<file path="config.mk">
export PLATFORM = sky130hd
export DESIGN_NAME = mul_sequencer_flat
export DESIGN_NICKNAME = d
export VERILOG_FILES = /design/src/rtl/mul_pkg.sv /design/src/rtl/mul_sequencer_if.sv /design/src/rtl/mul_watchdog.sv /design/src/rtl/mul_sequencer.sv /design/src/flat_wrapper.sv
export SDC_FILE = /design/constraint.sdc
export NUM_CORES = 1
export LEC_CHECK = 0
export BUFFER_PORTS_ARGS = -buffer_cell sky130_fd_sc_hd__buf_2
export CORE_UTILIZATION = 49
export CTS_CLUSTER_DIAMETER = 120
export DETAILED_ROUTE_END_ITERATION = 10
export PLACE_DENSITY_LB_ADDON = 0.08
export SYNTH_ARGS = -nofsm -noshare
export SYNTH_HDL_FRONTEND = slang
export SYNTH_HIERARCHICAL = 1
export SYNTH_SLANG_ARGS = --single-unit
export TNS_END_PERCENT = 100
</file>
<file path="constraint.sdc">
create_clock -name Clock -period 2.5 [get_ports Clock]
set_clock_uncertainty 0.15 [all_clocks]
set_input_delay 0.375 -clock Clock [delete_from_list [all_inputs] [get_ports Clock]]
set_output_delay 0.375 -clock Clock [all_outputs]
set_load 0.05 [all_outputs]
</file>
<file path="src/rtl/mul_pkg.sv">
// Shared definitions for the Booth multiplier sequencer.
//   - Default operand / accumulator / watchdog sizes.
//   - Sequencer state encoding (2-bit, kept as plain constants so the
//     encoding stays stable for older blocks that decode it directly).
package mul_pkg;

  localparam int unsigned DefW       = 8;
  localparam int unsigned DefAccW    = 2 * DefW + 8;
  localparam int unsigned DefTimeout = 4 * DefW + 8;

  typedef logic [1:0] state_t;

  localparam state_t IDLE  = 2'd0;
  localparam state_t START = 2'd1;
  localparam state_t WAIT  = 2'd2;
  localparam state_t OUT   = 2'd3;

endpackage

</file>
<file path="src/rtl/mul_sequencer_if.sv">
// Bus bundle between the multiplier sequencer and its environment.
//   Upstream   : InValid/InReady handshake carrying InM, InQ, InAcc.
//   Multiplier : Start, M, Q, MulReset out; MulDone, P back.
//   Downstream : OutValid/OutReady handshake carrying OutData, plus Ovf, Err.
// Modports:
//   master - the sequencer's view (drives Start, M/Q, results).
//   slave  - the surrounding logic (producer, multiplier, consumer).
interface mul_sequencer_if #(
  parameter int unsigned W    = 8,
  parameter int unsigned ACCW = 2 * W + 8
) ();

  logic            InValid;
  logic            InReady;
  logic [W-1:0]    InM;
  logic [W-1:0]    InQ;
  logic            InAcc;
  logic            Start;
  logic [W-1:0]    M;
  logic [W-1:0]    Q;
  logic            MulReset;
  logic            MulDone;
  logic [2*W-1:0]  P;
  logic            OutValid;
  logic            OutReady;
  logic [ACCW-1:0] OutData;
  logic            Ovf;
  logic            Err;

  modport master (
    input  InValid, InM, InQ, InAcc, MulDone, P, OutReady,
    output InReady, Start, M, Q, MulReset, OutValid, OutData, Ovf, Err
  );

  modport slave (
    output InValid, InM, InQ, InAcc, MulDone, P, OutReady,
    input  InReady, Start, M, Q, MulReset, OutValid, OutData, Ovf, Err
  );

endinterface

</file>
<file path="src/rtl/mul_watchdog.sv">
// Cycle watchdog for the multiplier wait phase.
//   Clock, Reset : clock, synchronous active-high reset.
//   clear_i      : zero the counter (takes priority over enable_i).
//   enable_i     : count one cycle.
//   expire_o     : high while enabled and TIMEOUT-1 cycles have already
//                  been counted, i.e. on the TIMEOUT-th enabled cycle.
module mul_watchdog #(
  parameter int unsigned TIMEOUT = 40
) (
  input  logic Clock,
  input  logic Reset,
  input  logic clear_i,
  input  logic enable_i,
  output logic expire_o
);

  localparam int unsigned CntW = $clog2(TIMEOUT + 1);

  logic [CntW-1:0] cnt_q, cnt_d;

  always_comb begin
    cnt_d = cnt_q;
    if (clear_i) begin
      cnt_d = '0;
    end else if (enable_i && (cnt_q != CntW'(TIMEOUT))) begin
      // Saturate so a stalled enable can never wrap back into range.
      cnt_d = cnt_q + CntW'(1);
    end
  end

  always_ff @(posedge Clock) begin
    if (Reset) begin
      cnt_q <= '0;
    end else begin
      cnt_q <= cnt_d;
    end
  end

  assign expire_o = enable_i && (cnt_q == CntW'(TIMEOUT - 1));

endmodule

</file>
<file path="src/rtl/mul_sequencer.sv">
// Operand sequencer and product collector around a W-bit sequential Booth
// multiplier. Accepts one signed operand pair, holds it on M/Q while the
// multiplier runs, captures P on MulDone, optionally accumulates it, and
// offers the accumulator downstream. A watchdog resets the multiplier and
// sets a sticky Err if MulDone never arrives.
//   Clock, Reset : clock, synchronous active-high reset.
//   bus          : mul_sequencer_if master view (upstream handshake,
//                  multiplier controls, downstream handshake, Ovf, Err).
// ACCW must be at least 2*W.
module mul_sequencer
  import mul_pkg::*;
#(
  parameter int unsigned W       = DefW,
  parameter int unsigned ACCW    = 2 * W + 8,
  parameter int unsigned TIMEOUT = 4 * W + 8
) (
  input  logic            Clock,
  input  logic            Reset,
  mul_sequencer_if.master bus
);

  state_t          state_q, state_d;
  logic [W-1:0]    m_q, m_d;
  logic [W-1:0]    q_q, q_d;
  logic            acc_mode_q, acc_mode_d;
  logic [ACCW-1:0] acc_q, acc_d;
  logic            ovf_q, ovf_d;
  logic            err_q, err_d;
  logic            mul_rst_q, mul_rst_d;

  logic            wd_expire;
  logic [ACCW-1:0] sp;
  logic [ACCW-1:0] sum;
  logic            add_ovf;

  mul_watchdog #(
    .TIMEOUT (TIMEOUT)
  ) u_watchdog (
    .Clock    (Clock),
    .Reset    (Reset),
    .clear_i  (state_q == START),
    .enable_i (state_q == WAIT),
    .expire_o (wd_expire)
  );

  assign sp  = ACCW'($signed(bus.P));
  assign sum = acc_q + sp;
  // Two's complement overflow: like-signed addends give an unlike-signed sum.
  assign add_ovf = (acc_q[ACCW-1] == sp[ACCW-1]) && (sum[ACCW-1] != acc_q[ACCW-1]);

  always_comb begin
    state_d    = state_q;
    m_d        = m_q;
    q_d        = q_q;
    acc_mode_d = acc_mode_q;
    acc_d      = acc_q;
    ovf_d      = ovf_q;
    err_d      = err_q;
    mul_rst_d  = 1'b0;

    case (state_q)
      IDLE: begin
        if (bus.InValid) begin
          m_d        = bus.InM;
          q_d        = bus.InQ;
          acc_mode_d = bus.InAcc;
          state_d    = START;
        end
      end
      START: begin
        state_d = WAIT;
      end
      WAIT: begin
        // MulDone outranks a coincident watchdog expiry.
        if (bus.MulDone) begin
          if (acc_mode_q) begin
            acc_d = sum;
            ovf_d = ovf_q | add_ovf;
          end else begin
            acc_d = sp;
            ovf_d = 1'b0;
          end
          state_d = OUT;
        end else if (wd_expire) begin
          err_d     = 1'b1;
          mul_rst_d = 1'b1;
          state_d   = IDLE;
        end
      end
      OUT: begin
        if (bus.OutReady) begin
          state_d = IDLE;
        end
      end
      default: begin
        state_d = IDLE;
      end
    endcase
  end

  always_ff @(posedge Clock) begin
    if (Reset) begin
      state_q    <= IDLE;
      m_q        <= '0;
      q_q        <= '0;
      acc_mode_q <= 1'b0;
      acc_q      <= '0;
      ovf_q      <= 1'b0;
      err_q      <= 1'b0;
      mul_rst_q  <= 1'b0;
    end else begin
      state_q    <= state_d;
      m_q        <= m_d;
      q_q        <= q_d;
      acc_mode_q <= acc_mode_d;
      acc_q      <= acc_d;
      ovf_q      <= ovf_d;
      err_q      <= err_d;
      mul_rst_q  <= mul_rst_d;
    end
  end

  assign bus.InReady  = (state_q == IDLE);
  assign bus.Start    = (state_q == START);
  assign bus.OutValid = (state_q == OUT);
  assign bus.M        = m_q;
  assign bus.Q        = q_q;
  assign bus.OutData  = acc_q;
  assign bus.Ovf      = ovf_q;
  assign bus.Err      = err_q;
  // Multiplier is held in reset with us, and pulsed once on a watchdog trip.
  assign bus.MulReset = Reset | mul_rst_q;

endmodule

</file>
<file path="src/flat_wrapper.sv">
// flat-port wrapper written by rule: the top's interface ports become plain ports
module mul_sequencer_flat import mul_pkg::*;
#(
  parameter int unsigned W       = DefW,
  parameter int unsigned ACCW    = 2 * W + 8,
  parameter int unsigned TIMEOUT = 4 * W + 8
)
  (Clock, Reset, bus_InValid, bus_InM, bus_InQ, bus_InAcc, bus_MulDone, bus_P, bus_OutReady, bus_InReady, bus_Start, bus_M, bus_Q, bus_MulReset, bus_OutValid, bus_OutData, bus_Ovf, bus_Err);
  mul_sequencer_if #(.W(W), .ACCW(ACCW)) bus_i ();
  input  logic Clock;
  input  logic Reset;
  input wire logic [$bits(bus_i.InValid)-1:0] bus_InValid;
  input wire logic [$bits(bus_i.InM)-1:0] bus_InM;
  input wire logic [$bits(bus_i.InQ)-1:0] bus_InQ;
  input wire logic [$bits(bus_i.InAcc)-1:0] bus_InAcc;
  input wire logic [$bits(bus_i.MulDone)-1:0] bus_MulDone;
  input wire logic [$bits(bus_i.P)-1:0] bus_P;
  input wire logic [$bits(bus_i.OutReady)-1:0] bus_OutReady;
  output wire logic [$bits(bus_i.InReady)-1:0] bus_InReady;
  output wire logic [$bits(bus_i.Start)-1:0] bus_Start;
  output wire logic [$bits(bus_i.M)-1:0] bus_M;
  output wire logic [$bits(bus_i.Q)-1:0] bus_Q;
  output wire logic [$bits(bus_i.MulReset)-1:0] bus_MulReset;
  output wire logic [$bits(bus_i.OutValid)-1:0] bus_OutValid;
  output wire logic [$bits(bus_i.OutData)-1:0] bus_OutData;
  output wire logic [$bits(bus_i.Ovf)-1:0] bus_Ovf;
  output wire logic [$bits(bus_i.Err)-1:0] bus_Err;
  assign bus_i.InValid = bus_InValid;
  assign bus_i.InM = bus_InM;
  assign bus_i.InQ = bus_InQ;
  assign bus_i.InAcc = bus_InAcc;
  assign bus_i.MulDone = bus_MulDone;
  assign bus_i.P = bus_P;
  assign bus_i.OutReady = bus_OutReady;
  assign bus_InReady = bus_i.InReady;
  assign bus_Start = bus_i.Start;
  assign bus_M = bus_i.M;
  assign bus_Q = bus_i.Q;
  assign bus_MulReset = bus_i.MulReset;
  assign bus_OutValid = bus_i.OutValid;
  assign bus_OutData = bus_i.OutData;
  assign bus_Ovf = bus_i.Ovf;
  assign bus_Err = bus_i.Err;
  mul_sequencer #(.W(W), .ACCW(ACCW), .TIMEOUT(TIMEOUT)) u_core (.Clock(Clock), .Reset(Reset), .bus(bus_i));
endmodule
</file>
==> out/metrics.yaml, run 1 <==
synthXorXnorAreaFrac: 0.04595
cts.clk_slew.worst_paths_ps: 120
layout.nets: 615
violations: "setup timing"
crit-reg2reg-capture: "u_core/bus.OutData[20]"
setup_ws_ps: -83.07
cts_tree: "yes"
numClockSinks: 52
synth_ff_type: "dfxtp_1"
seq_area_frac_synth: 0.3034
synth_top_family_by_area: "compound AO/OA/AOI/OAI gates"
muxShareOfSynthArea: 0.03574
ys_warn_count: 6
grt_overflow: 0
layout_commonest_cell: "buf_2"
dieArea_mm2: 0.007340
place_hpwl_mm: 6.639
seq_area_mm2: 0.001071
cts_max_level: 2
dp_slack_ps: -365.3
hold_depth: 3
die_x_um: 85.68
slew_headroom: 0.5812
holdPathEnd: "u_core/bus.M[1]"
worstHoldPathType: "input port to register"
synthTopCellsByArea: "dfxtp_1 (30%), ha_1 (9.1%), nand2_1 (6.7%), a21oi_1 (6.4%), a211oi_1 (4.4%)"
hp-start: "bus_InM[1]"
core_area_mm2: 0.006794
cts_made_buffers: 5
path_class: "register to register"
syn2layout_area_growth_pct: 33.59
synth_cell_type_count: 60
hold_buffers: 0
clock.fmax_mhz: 387.1
syn_nets: 489
syn-cell-area_mm2: 0.003431
drive_above_1_share: 0.3659
tightest_slew_ps: 626.6
drt_iter0_markers: 82
max-cap-violations: 0
period_share: 1.033
place_inst: 635
worstPathArrival_ps: 2690
placed_cell_area_mm2: 0.004335
grt_pass1_wl_mm: 14.46
synth-adder-area-share: 0.09701
syn_inst: 425
fin_cells: 648
final.min_clock_period_ps: 2583
drv_slew: 0
grt_pass1_vias: 3289
grt_antenna_before_repair: 0
cts-root-buf: "clkbuf_8"
synth_edf_count: 0
vias: 3510
post_drt_wl_per_cell_um: 13.76
power.density_mw_per_mm2: 484.0
fill_cells: 578
required_ps: 2600
post-synth-top-area-cell: "dfxtp_1"
reg2reg_from: "u_core/bus.OutData[0]"
start_util: 0.5050
antenna_cells: 0
cp-end-kind: "register"
p_leak_uw: 0.002080
setup_tns_ps: -83.07
gp_congestion: 0.8415
r2r_cells: 11
irDropWorstVdd_mv: 0.2861
hold_viol_final: 0
clockBufferDepth: 2
yosysTopAreaCellShare: 0.3034
most-common-layout-cells: "buf_2 (83), nand2_1 (61), buf_4 (57)"
r2r_slack_ps: -80
setup_violations: 1
drc: 0
rsz0062_at_grt: "true"
design_area_mm2: 0.004583
grt_usage: 0.2410
clk_latency_ps: 320
synth_compound_area_frac: 0.2713
path_max_fanout: 2
synthSimpleGateAreaFrac: 0.2013
antenna_left: 0
ys_seq_elements: 52
syn_area_per_cell_um2: 8.072
grt_max_degree: 28
fin_util: 0.6746
die_y_um: 85.68
status: "complete, but fails checks"
drt_pass1_iterations: 4
wl_mm: 8.916
vias_per_cell: 5.417
synth-async-reset-ratio: 0
multi_input_area_mm2: 0.002371
placementRows: 30
worstSetupStartpointType: "register"
pin_count: 84
io_buffers: 83
[routing by layer]
metal	GRT usage	vias to the layer above	routed length, um
met5	0	-	0
met4	0.06515	0	112
met3	0.04235	12	374
met2	0.4269	78	4388
met1	0.3013	1635	4040
li1	-	1785	-
[state kept, by name, indices dropped and copies added (netlist names)]
signal / count
u_core/bus.OutData: 24
u_core/acc_mode_q: 1
u_core/state_q: 2
u_core/bus.Err: 1
u_core/bus.Ovf: 1
u_core/mul_rst_q: 1
u_core/bus.Q: 8
u_core/bus.M: 8
u_core/u_watchdog/cnt_q: 6
[cell usage after synthesis (all sizes together) (2+ instances only)]
cell and n:
nand2 61, dfxtp 52, a21oi 45, nor2 36, ha 25, o21ai 21
a211oi 20, clkbuf 17, inv 13, xnor2 12, a21o 11, nor3 11
mux2i 10, a31oi 8, nand4 7, buf 6, nor2b 6, xor2 6
o211ai 5, o21bai 5, or2 5, o21a 4, or3 4, and2 3
nand2b 3, nand3 3, nor4b 3, a2111oi 2, mux2 2, o311ai 2
o31a 2
[critical path, cell delays in order, from the launching register on]
cell      delay (ps)
dfxtp_4          360
ha_4             150
inv_2             50
fa_2             200
nor2b_2           50
o31a_1           260
o21ai_2          150
nand2_1          100
a221o_1          370
a31oi_1          160
mux2_2           360
a211oi_2         160
[metrics by stage]
step / power (uW) / hold WS, ps
3_5_place_dp: 1664 / 293.9
2_1_floorplan: 1436 / 320.6
6_report: 2218 / 129.8
3_3_place_gp: 1650 / 289.0
4_1_cts: 2209 / 125.9
5_1_grt: 2337 / 119.6
[worst max path at each step]
| stage | startpoint | to | slack, ps |
|---|---|---|---|
| after floorplan | u_core/bus.OutData[0] | u_core/bus.OutData[20] | -110 |
| after global placement | bus_P[0] | u_core/bus.OutData[20] | -270 |
| after detailed placement | bus_P[0] | u_core/bus.OutData[20] | -370 |
| after CTS | u_core/bus.OutData[0] | u_core/bus.OutData[20] | -110 |
| after global routing | u_core/bus.OutData[0] | u_core/bus.OutData[20] | -210 |
| final | u_core/bus.OutData[0] | u_core/bus.OutData[20] | -80 |
[layout make-up]
class / instances / share of cell area
Clock buffer: 5 / 0.01502
Tap cell: 96 / 0.02621
Timing Repair Buffer: 142 / 0.1908
Clock inverter: 3 / 0.006279
Inverter: 13 / 0.01065
Multi-Input combinational cell: 337 / 0.5173
Sequential cell: 52 / 0.2337
[where the power goes]
part / internal (uW) / switching [uW]
registers: 873 / 31.9
clock network: 212 / 324
logic: 295 / 482
[logic make-up (layout without fill, tap and decap cells)]
group,after synthesis,in the layout
xor+xnor,18,18
buf+inv,36,163
flops,52,52
mux,12,12
fa+ha+maj,26,26
simple gates,148,148
compound gates,133,133
[repair_timing]
item	4_1_cts	5_1_grt
cloned	0	0
buffers inserted	1	4
setup endpoints to repair	6	10
pin swaps	6	21
gates resized for setup	7	19
Note: power is estimated with default switching activity, not from simulation.
==> run 2, diff against run 1 <==
--- a/config.mk
+++ b/config.mk
@@ -10,4 +10,5 @@
 export CTS_CLUSTER_DIAMETER = 120
 export DETAILED_ROUTE_END_ITERATION = 10
+export HOLD_SLACK_MARGIN = 0.08
 export PLACE_DENSITY_LB_ADDON = 0.08
 export SYNTH_ARGS = -nofsm -noshare
==> constraint.sdc (replaced) <==
create_clock -name Clock -period 2.5 [get_ports Clock]
set_clock_uncertainty 0.15 [all_clocks]
set_input_delay 0.25 -clock Clock [delete_from_list [all_inputs] [get_ports Clock]]
set_output_delay 0.25 -clock Clock [all_outputs]
set_load 0.05 [all_outputs]
==> out/metrics.yaml, run 2 (synthesized netlist as in run 1, its figures left out) <==
status: "complete, but fails checks"
violations: "setup timing"
cts_made_buffers: 5  # unchanged
slew_headroom: 0.5756  # -0.005627
hold_depth: 3  # unchanged
cp-end-kind: "register"
core_area_mm2: 0.006794  # unchanged
io_buffers: 83  # unchanged
wl_mm: 9.067  # +1.7%
worstPathArrival_ps: 2800  # +110 ps
power.density_mw_per_mm2: 480.9  # -0.64%
cts_tree: "yes"
setup_tns_ps: -219.1  # -136.0 ps
grt_antenna_before_repair: 0  # unchanged
grt_pass1_wl_mm: 14.48  # +0.15%
worstHoldPathType: "input port to register"
setup_violations: 2  # +1
hp-start: "bus_P[7]"
layout.nets: 616  # +0.16%
clockBufferDepth: 2  # unchanged
post_drt_wl_per_cell_um: 13.97  # +1.5%
pin_count: 84  # unchanged
design_area_mm2: 0.004602  # +0.41%
drive_above_1_share: 0.3291  # -0.03683
final.min_clock_period_ps: 2704  # +120.6 ps
hold_viol_final: 0  # unchanged
placed_cell_area_mm2: 0.004233  # -2.4%
path_class: "register to register"
die_y_um: 85.68  # unchanged
grt_pass1_vias: 3269  # -0.61%
largest_reg_flops: 24  # unchanged
drt_iter0_markers: 137  # +67%
place_hpwl_mm: 6.458  # -2.7%
start_util: 0.5050  # unchanged
cts_max_level: 2  # unchanged
setup_ws_ps: -203.6  # -120.6 ps
clock.fmax_mhz: 369.9  # -4.5%
max-cap-violations: 0  # unchanged
clk_latency_ps: 320  # about the same
numClockSinks: 52  # unchanged
total_power_uw: 2213  # -0.23%
holdPathEnd: "u_core/bus.OutData[7]"
grt_max_degree: 26  # -7.1%
p_leak_uw: 0.002058  # -1.1%
required_ps: 2590  # about the same
antenna_left: 0  # unchanged
tightest_slew_ps: 635.1  # +8.420 ps
grt_overflow: 0  # unchanged
r2r_cells: 11  # unchanged
period_share: 1.081  # +0.04823
layout_commonest_cell: "buf_2"
reg2reg_from: "u_core/bus.OutData[0]"
die_x_um: 85.68  # unchanged
path_max_fanout: 2  # unchanged
r2r_slack_ps: -200  # -120 ps
cts.clk_slew.worst_paths_ps: 110  # about the same
place_inst: 623  # -1.9%
syn2layout_area_growth_pct: 34.14
vias_per_cell: 5.308  # -2.0%
crit-reg2reg-capture: "u_core/bus.OutData[20]"
most-common-layout-cells: "buf_2 (83), nand2_1 (61), buf_4 (43)"
rsz0062_at_grt: "true"
placementRows: 30  # unchanged
fin_cells: 649  # +0.15%
antenna_cells: 0  # unchanged
drt_pass1_iterations: 4  # unchanged
gp_congestion: 0.8795  # +4.5%
hold_slack_ps: 95.15  # -34.69 ps
irDropWorstVdd_mv: 0.3045  # +6.4%
dieArea_mm2: 0.007340  # unchanged
drc: 0  # unchanged
grt_usage: 0.2444  # +0.003429
worstSetupStartpointType: "register"
vias: 3445  # -1.9%
drv_slew: 0  # unchanged
cts-root-buf: "clkbuf_8"
## run 2: timing repair
action	CTS	global route
resized for setup	3	17
setup buffers	1	0
endpoints found under the hold margin	17	0
hold buffers	17	0
pin swaps	3	12
endpoints found under the setup margin	6	13
## run 2: how the worst max path moves through the flow
stage	slack (ps)	end	startpoint	cells past startpoint
2_1_floorplan	-110	u_core/bus.OutData[20]	u_core/bus.OutData[0]	11
3_3_place_gp	-140	u_core/bus.OutData[20]	bus_P[0]	12
3_5_place_dp	-220	u_core/bus.OutData[20]	bus_P[0]	12
4_1_cts	-140	u_core/bus.OutData[20]	u_core/bus.OutData[0]	11
5_1_grt	-300	u_core/bus.OutData[20]	u_core/bus.OutData[0]	11
6_report	-200	u_core/bus.OutData[20]	u_core/bus.OutData[0]	11
## run 2: per-stage QoR
step                utilization  worst slack [ps]
floorplan                     -            -112.4
global placement         0.6230            -143.3
detailed placement       0.6230            -217.5
CTS                      0.6646            -139.5
global route             0.6773            -296.5
finish                   0.6773            -203.6
## run 2: power by group
part	leakage [uW]	total, uW	internal, uW	switching, uW
combinational	0.00158	775	292	484
clock	0.0000452	533	205	328
sequential	0.000431	905	873	31.3
## run 2: metal layers
layer | vias up | routed length [um] | track usage | part of all wire
li1 | 1779 | - | - | -
met1 | 1600 | 4234 | 0.3016 | 0.47
met2 | 60 | 4431 | 0.4313 | 0.49
met3 | 6 | 325 | 0.04909 | 0.036
met4 | 0 | 76 | 0.06970 | 0.0084
met5 | - | 0 | 0 | 0
## run 2: area by class of cell
class	instances	area (um^2)
clock inverter	3	25.02
multi-input combinational	337	2360
inverter	13	48.80
clock buffer	5	68.82
fill	591	2192
tap	96	120.1
sequential	52	1071
timing repair buffer	143	908.4
## run 2: critical path: stages (launching register included)
cell and delay, ps:
dfxtp_4 350, ha_2 170, inv_2 60, fa_2 200, nor2b_2 50, o31a_1 260
o21ai_2 170, nand2_1 100, a221o_1 360, a31oi_1 170, mux2_1 380, a211oi_2 230
